===== src/rtl/rscl_decode_pkg.sv =====
// Shared types and encodings for the rscl decode stage.
package rscl_decode_pkg;

  typedef enum logic [3:0] {
    OP_ALU, OP_LOAD, OP_STORE, OP_BRANCH, OP_JAL, OP_JALR,
    OP_LUI, OP_AUIPC, OP_SYSTEM, OP_FENCE, OP_MULDIV
  } op_t;

  typedef enum logic [1:0] {
    EXC_NONE, EXC_FETCH, EXC_ILLEGAL
  } exc_t;

  localparam logic [6:0] OPC_LOAD   = 7'b0000011;
  localparam logic [6:0] OPC_FENCE  = 7'b0001111;
  localparam logic [6:0] OPC_OPIMM  = 7'b0010011;
  localparam logic [6:0] OPC_AUIPC  = 7'b0010111;
  localparam logic [6:0] OPC_STORE  = 7'b0100011;
  localparam logic [6:0] OPC_OP     = 7'b0110011;
  localparam logic [6:0] OPC_LUI    = 7'b0110111;
  localparam logic [6:0] OPC_BRANCH = 7'b1100011;
  localparam logic [6:0] OPC_JALR   = 7'b1100111;
  localparam logic [6:0] OPC_JAL    = 7'b1101111;
  localparam logic [6:0] OPC_SYSTEM = 7'b1110011;

  // Bubble encoding fetch presents when it has nothing; decodes as addi x0,x0,0.
  localparam logic [31:0] NOP_INSTR = 32'h0000_0013;

endpackage


===== src/rtl/rscl_imm_gen.sv =====
// Immediate extraction by RV32I instruction format; bit 31 is the sign.
module rscl_imm_gen
  import rscl_decode_pkg::*;
(
  input  logic [31:0] instr_i,
  output logic [31:0] imm_o
);

  always_comb begin
    imm_o = '0;
    case (instr_i[6:0])
      OPC_LOAD, OPC_OPIMM, OPC_JALR, OPC_SYSTEM, OPC_FENCE:
        imm_o = {{20{instr_i[31]}}, instr_i[31:20]};
      OPC_STORE:
        imm_o = {{20{instr_i[31]}}, instr_i[31:25], instr_i[11:7]};
      OPC_BRANCH:
        imm_o = {{19{instr_i[31]}}, instr_i[31], instr_i[7], instr_i[30:25], instr_i[11:8], 1'b0};
      OPC_LUI, OPC_AUIPC:
        imm_o = {instr_i[31:12], 12'b0};
      OPC_JAL:
        imm_o = {{11{instr_i[31]}}, instr_i[31], instr_i[19:12], instr_i[20], instr_i[30:21], 1'b0};
      default: imm_o = '0;
    endcase
  end

endmodule


===== src/rtl/rscl_decode.sv =====
// RV32I decode stage: registered ID/EX record, load-use bubble, jump flush.
// Define RSCL_DECODE_M_EN to decode the M-extension (funct7=0000001) as OP_MULDIV.
module rscl_decode
  import rscl_decode_pkg::*;
(
  input  logic        clk,
  input  logic        rst,
  input  logic [31:0] fetch_instr,
  input  logic        fetch_err,
  output logic        fetch_stall,
  input  logic        jump,
  input  logic        exec_stall,
  output logic [4:0]  rf_rs1,
  output logic [4:0]  rf_rs2,
  output logic        dec_valid,
  output op_t         dec_op,
  output logic [3:0]  dec_funct,
  output logic [4:0]  dec_rd,
  output logic [4:0]  dec_rs1,
  output logic [4:0]  dec_rs2,
  output logic [31:0] dec_imm,
  output exc_t        dec_exc
);

  logic [6:0]  opc;
  logic [2:0]  f3;
  logic [6:0]  f7;
  logic [31:0] imm_raw;

  logic        valid_q;
  op_t         op_q, op_d;
  logic [3:0]  funct_q, funct_d;
  logic [4:0]  rd_q, rd_d, rs1_q, rs1_d, rs2_q, rs2_d;
  logic [31:0] imm_q, imm_d;
  exc_t        exc_q, exc_d;

  logic legal, uses_rs1, uses_rs2, has_rd, hazard;

  assign opc    = fetch_instr[6:0];
  assign f3     = fetch_instr[14:12];
  assign f7     = fetch_instr[31:25];
  assign rf_rs1 = fetch_instr[19:15];
  assign rf_rs2 = fetch_instr[24:20];

  rscl_imm_gen u_imm_gen (
    .instr_i (fetch_instr),
    .imm_o   (imm_raw)
  );

  always_comb begin
    op_d     = OP_ALU;
    funct_d  = {1'b0, f3};
    legal    = 1'b1;
    uses_rs1 = 1'b1;
    uses_rs2 = 1'b0;
    has_rd   = 1'b1;
    case (opc)
      OPC_LUI:    begin op_d = OP_LUI;   uses_rs1 = 1'b0; funct_d = 4'd0; end
      OPC_AUIPC:  begin op_d = OP_AUIPC; uses_rs1 = 1'b0; funct_d = 4'd0; end
      OPC_JAL:    begin op_d = OP_JAL;   uses_rs1 = 1'b0; funct_d = 4'd0; end
      OPC_JALR:   begin op_d = OP_JALR;  legal = (f3 == 3'b000); end
      OPC_BRANCH: begin
        op_d = OP_BRANCH; uses_rs2 = 1'b1; has_rd = 1'b0;
        legal = (f3[2:1] != 2'b01);
      end
      OPC_LOAD: begin
        op_d  = OP_LOAD;
        legal = (f3 != 3'b011) && (f3[2:1] != 2'b11);
      end
      OPC_STORE: begin
        op_d = OP_STORE; uses_rs2 = 1'b1; has_rd = 1'b0;
        legal = (f3[2] == 1'b0) && (f3 != 3'b011);
      end
      OPC_OPIMM: begin
        // Only shift-immediates carry a funct7; other I-types keep bit 30 as immediate.
        funct_d = {(f3 == 3'b101) & f7[5], f3};
        if (f3 == 3'b001)      legal = (f7 == 7'b0000000);
        else if (f3 == 3'b101) legal = (f7 == 7'b0000000) || (f7 == 7'b0100000);
      end
      OPC_OP: begin
        uses_rs2 = 1'b1;
        if (f7 == 7'b0000000) begin
          funct_d = {1'b0, f3};
        end else if (f7 == 7'b0100000) begin
          funct_d = {1'b1, f3};
          legal   = (f3 == 3'b000) || (f3 == 3'b101);
        end else if (f7 == 7'b0000001) begin
`ifdef RSCL_DECODE_M_EN
          op_d    = OP_MULDIV;
          funct_d = {1'b0, f3};
`else
          legal   = 1'b0;
`endif
        end else begin
          legal = 1'b0;
        end
      end
      OPC_FENCE:  op_d = OP_FENCE;
      OPC_SYSTEM: begin op_d = OP_SYSTEM; legal = (f3 != 3'b100); end
      default:    legal = 1'b0;
    endcase

    exc_d = fetch_err ? EXC_FETCH : (legal ? EXC_NONE : EXC_ILLEGAL);
    imm_d = imm_raw;
    if (exc_d != EXC_NONE) begin
      op_d     = OP_ALU;
      funct_d  = 4'd0;
      imm_d    = '0;
      uses_rs1 = 1'b0;
      uses_rs2 = 1'b0;
      has_rd   = 1'b0;
    end
    rd_d  = has_rd   ? fetch_instr[11:7]  : 5'd0;
    rs1_d = uses_rs1 ? fetch_instr[19:15] : 5'd0;
    rs2_d = uses_rs2 ? fetch_instr[24:20] : 5'd0;

    hazard = valid_q && (op_q == OP_LOAD) && (exc_q == EXC_NONE) && (rd_q != 5'd0) &&
             ((uses_rs1 && (rf_rs1 == rd_q)) || (uses_rs2 && (rf_rs2 == rd_q)));
  end

  assign fetch_stall = ~rst & (exec_stall | hazard);

  // ID/EX record: jump > exec_stall > hazard bubble > load.
  always_ff @(posedge clk or posedge rst) begin
    if (rst) begin
      valid_q <= 1'b0;
      op_q    <= OP_ALU;
      funct_q <= '0;
      rd_q    <= '0;
      rs1_q   <= '0;
      rs2_q   <= '0;
      imm_q   <= '0;
      exc_q   <= EXC_NONE;
    end else if (jump) begin
      valid_q <= 1'b0;
    end else if (exec_stall) begin
      valid_q <= valid_q;
    end else if (hazard) begin
      valid_q <= 1'b0;
    end else begin
      valid_q <= 1'b1;
      op_q    <= op_d;
      funct_q <= funct_d;
      rd_q    <= rd_d;
      rs1_q   <= rs1_d;
      rs2_q   <= rs2_d;
      imm_q   <= imm_d;
      exc_q   <= exc_d;
    end
  end

  assign dec_valid = valid_q;
  assign dec_op    = op_q;
  assign dec_funct = funct_q;
  assign dec_rd    = rd_q;
  assign dec_rs1   = rs1_q;
  assign dec_rs2   = rs2_q;
  assign dec_imm   = imm_q;
  assign dec_exc   = exc_q;

endmodule


===== config.mk =====
export PLATFORM = sky130hd
export DESIGN_NAME = rscl_decode
export DESIGN_NICKNAME = d
export VERILOG_FILES = /design/src/rtl/rscl_decode_pkg.sv /design/src/rtl/rscl_imm_gen.sv /design/src/rtl/rscl_decode.sv
export SDC_FILE = /design/constraint.sdc
export NUM_CORES = 1
export LEC_CHECK = 0
export BUFFER_PORTS_ARGS = -buffer_cell sky130_fd_sc_hd__buf_2
export CAP_MARGIN = 20
export CORE_MARGIN = 2
export CORE_UTILIZATION = 27
export DETAILED_ROUTE_END_ITERATION = 6
export GPL_TIMING_DRIVEN = 0
export SYNTH_ARGS = -nofsm -noshare
export SYNTH_HDL_FRONTEND = slang
export SYNTH_SLANG_ARGS = --single-unit

===== constraint.sdc =====
create_clock -name clk -period 6.15 [get_ports clk]
set_input_delay 1.23 -clock clk [delete_from_list [all_inputs] [get_ports clk]]
set_output_delay 1.23 -clock clk [all_outputs]
set_load 0.005 [all_outputs]

==> qor.json <==
{
  "status": {
    "run_status": "finished clean"
  },
  "power": {
    "intPower_uw": 792,
    "power.ir.vdd_worst_mv": 0.140,
    "total_leakage_power_uw": 0.00201,
    "net-switching-power_uw": 244,
    "part_of_the_power_in_the_clock_network": 0.521,
    "power.share.switching": 0.235,
    "combinationalPowerShare": 0.103,
    "total_power_divided_by_cell_area_mw_per_mm2": 243,
    "power_frac_seq": 0.376
  },
  "die": {
    "fp.dieArea_mm2": 0.0128,
    "die_x_um": 113,
    "std_cell_rows": 39,
    "initial_core_utilization": 0.279,
    "fp.coreArea_mm2": 0.0116,
    "dieHeight_um": 113,
    "top_level_ports": 106
  },
  "global_routing": {
    "grt.met3_usage": 0.0445,
    "grt_antenna_before_repair": 0,
    "grt_first_pass_wirelength_mm": 15.8,
    "groute.layer.met1.usage": 0.221,
    "grt_usage": 0.159,
    "grt-ovfl-total": 0,
    "via_count_of_the_first_global_routing_pass": 2714,
    "met2_usage": 0.239,
    "largest_net_degree_at_the_start_of_global_routing": 39,
    "grt_busiest_layer": "met2"
  },
  "synthesis": {
    "synthesis.instances": 284,
    "synth-seq-area-share": 0.450,
    "number_of_enable_flip_flop_cells_after_synthesis": 0,
    "ys_warn_count": 0,
    "synth_cell_area_mm2": 0.00323,
    "synth.top_cell.area_share": 0.450,
    "ys_async_sr_fraction": 1.00,
    "ys_top_cells_by_area": "dfrtp_1, o2bb2ai_2, a32o_1, a21oi_1, buf_4",
    "main_flop_type_after_synthesis": "dfrtp_1",
    "syn-num-nets": 321,
    "synth_seq_cells": 58,
    "synth.largest_area_cell": "dfrtp_1",
    "postSynthAreaPerCell_um2": 11.4,
    "synth_cell_type_count": 53
  },
  "finish": {
    "area_delta_synth_final_pct": 31.9,
    "commonest_non_fill_non_tap_cell_in_the_layout": "buf_2",
    "fill_cells": 1155,
    "final_core_util": 0.368,
    "final_layout_size_suffix_gt1_frac": 0.427,
    "n_antenna_cell": 0,
    "design.final.nets": 435,
    "mostFrequentLayoutCells": "buf_2, dfrtp_1, a32o_1",
    "finish.cell_count_without_fillers": 546
  },
  "clocking": {
    "cts.root.buffer_cell": "clkbuf_16",
    "cts_repair_resize_count": 0,
    "clock_sinks": 58,
    "maximum_level_of_the_cts_h_tree": 3,
    "clock_tree_from_tritoncts": "yes",
    "clkSlewWorstSetupHoldPaths_ns": 0.05,
    "cts_hold_buffers": 0,
    "max-clock-path-buffers": 2,
    "cts-buffers-inserted": 9,
    "clock_insertion_delay_worst_skew_ns": 0.33,
    "post_cts.repair.setup_buffers": 0
  },
  "min_path": {
    "hold_path.class": "flip-flop to flip-flop",
    "whs_path_depth": 1,
    "timing.hold.worst_endpoint": "dec_imm[7]",
    "holdCritStartpoint": "dec_imm[7]"
  },
  "timing": {
    "min_period_over_period": 0.719,
    "timing.final.crit_period_ns": 4.42,
    "fmax_mhz": 226,
    "hold_viol": 0,
    "worst_slew_pin_slew_ns": 0.907,
    "count_of_pins_over_their_slew_limit": 0,
    "rsz0062_at_grt": "false",
    "setup_violations": 0,
    "maxSlewHeadroom": 0.392,
    "accumulated_negative_setup_slack_ns": 0,
    "clock_skew_ns": 0.00762
  },
  "critical_path": {
    "timing.rr.end": "dec_imm[25]",
    "regToRegSetupSlack_ns": 3.70,
    "required_ns": 4.92,
    "source_of_the_worst_register_to_register_timing_path": "dec_rd[4]",
    "r2r.worst_path.cells": 7,
    "maximum_fanout_along_the_worst_path": 10,
    "worst-setup-path-type": "input port to output pin",
    "cp_data_arrival_time_ns": 3.19,
    "end_kind": "output pin",
    "setup.worst_path.start_class": "input port"
  },
  "routing": {
    "wl_per_cell_um": 18.9,
    "detail-route-antenna-nets": 0,
    "detail_route.vias_per_cell": 5.31,
    "route.vias.total": 2900,
    "first_pass_iters": 4,
    "drt-initial-drc-count": 182,
    "totalWireLength_mm": 10.3,
    "remaining_drc_errors": 0
  },
  "placement": {
    "placed_cells": 530,
    "post-dp-hpwl_mm": 7.76,
    "port_buffers": 102,
    "routabilityCongestion": 0.847
  },
  "job": {
    "drv_cap": 0
  }
}
through the flow:
stage	area (µm²)	hold WS (ns)	power, µW	setup slack, ns
after floorplan	3230	0.479	455	2.16
after global placement	3920	0.474	500	1.48
after detailed placement	3940	0.468	503	1.71
after CTS	4260	0.488	1040	1.71
after global routing	4260	0.492	1070	1.58
final	4260	0.483	1040	1.73
flip-flops by register name, summed over array words and instances (netlist names):
register / cells
dec_exc: 2
dec_funct: 4
dec_imm: 32
dec_op: 4
dec_rd: 5
dec_rs1: 5
dec_rs2: 5
dec_valid: 1
power groups by stage:
stage	clock (µW)	sequential (µW)	combinational (µW)
2_1_floorplan	0	396	59.0
3_3_place_gp	0	396	104
3_5_place_dp	0	396	107
4_1_cts	546	390	107
5_1_grt	564	390	117
6_report	539	390	107
cell usage after synthesis, types with 4 or more instances:
master and instances:
a21oi_1 22, a22oi_1 5, a32o_1 25, and3b_1 5, buf_2 8, buf_4 12, buf_6 7, clkbuf_1 7
dfrtp_1 58, nand2_1 10, nor2_1 10, nor3_1 7, o21ai_0 10, o2bb2ai_1 8, o2bb2ai_2 20, o31ai_1 4
xnor2_1 4, xor2_1 9
worst max-delay path by stage:
stage | start | to | slack (ns)
2_1_floorplan | fetch_instr[5] | fetch_stall | 2.16
3_3_place_gp | rst | fetch_stall | 1.48
3_5_place_dp | fetch_instr[5] | fetch_stall | 1.71
4_1_cts | fetch_instr[5] | fetch_stall | 1.71
5_1_grt | fetch_instr[5] | fetch_stall | 1.58
6_report | fetch_instr[5] | fetch_stall | 1.73
final cells by class:
type                            instances  area, µm²  area share
Multi-Input combinational cell        189       1530       0.359
Sequential cell                        58       1450       0.341
Timing Repair Buffer                  103        531       0.125
Clock buffer                           11        243      0.0570
Buffer                                 35        239      0.0561
Tap cell                              143        179      0.0420
Clock inverter                          5       77.6      0.0182
Inverter                                2       7.51     0.00176
logic make-up (layout without fill, tap and decap cells):
kind of cell              after synthesis  count (layout)  share of synthesized area
buffers and inverters                  37             156                     0.0764
and+or+nand+nor                        59              59                      0.109
AOI/OAI and AO/OA                     114             114                      0.321
xor gates and xnor gates               13              13                     0.0353
DFF                                    58              58                      0.450
muxes                                   3               3                    0.00969
worst max-delay path, stage by stage:
cell      delay, ns
buf_2          0.15
and4b_1        0.21
o211ai_2       0.46
nand4_1        0.15
a221o_1        0.44
o31ai_1        0.27
and2_1         0.16
buf_2          0.10
metal layers:
layer,wire [µm],part of all wire
met5,0,0
met4,209,0.020
met3,804,0.078
met2,4630,0.45
met1,4690,0.45
Note: power is estimated with default switching activity, not from simulation.
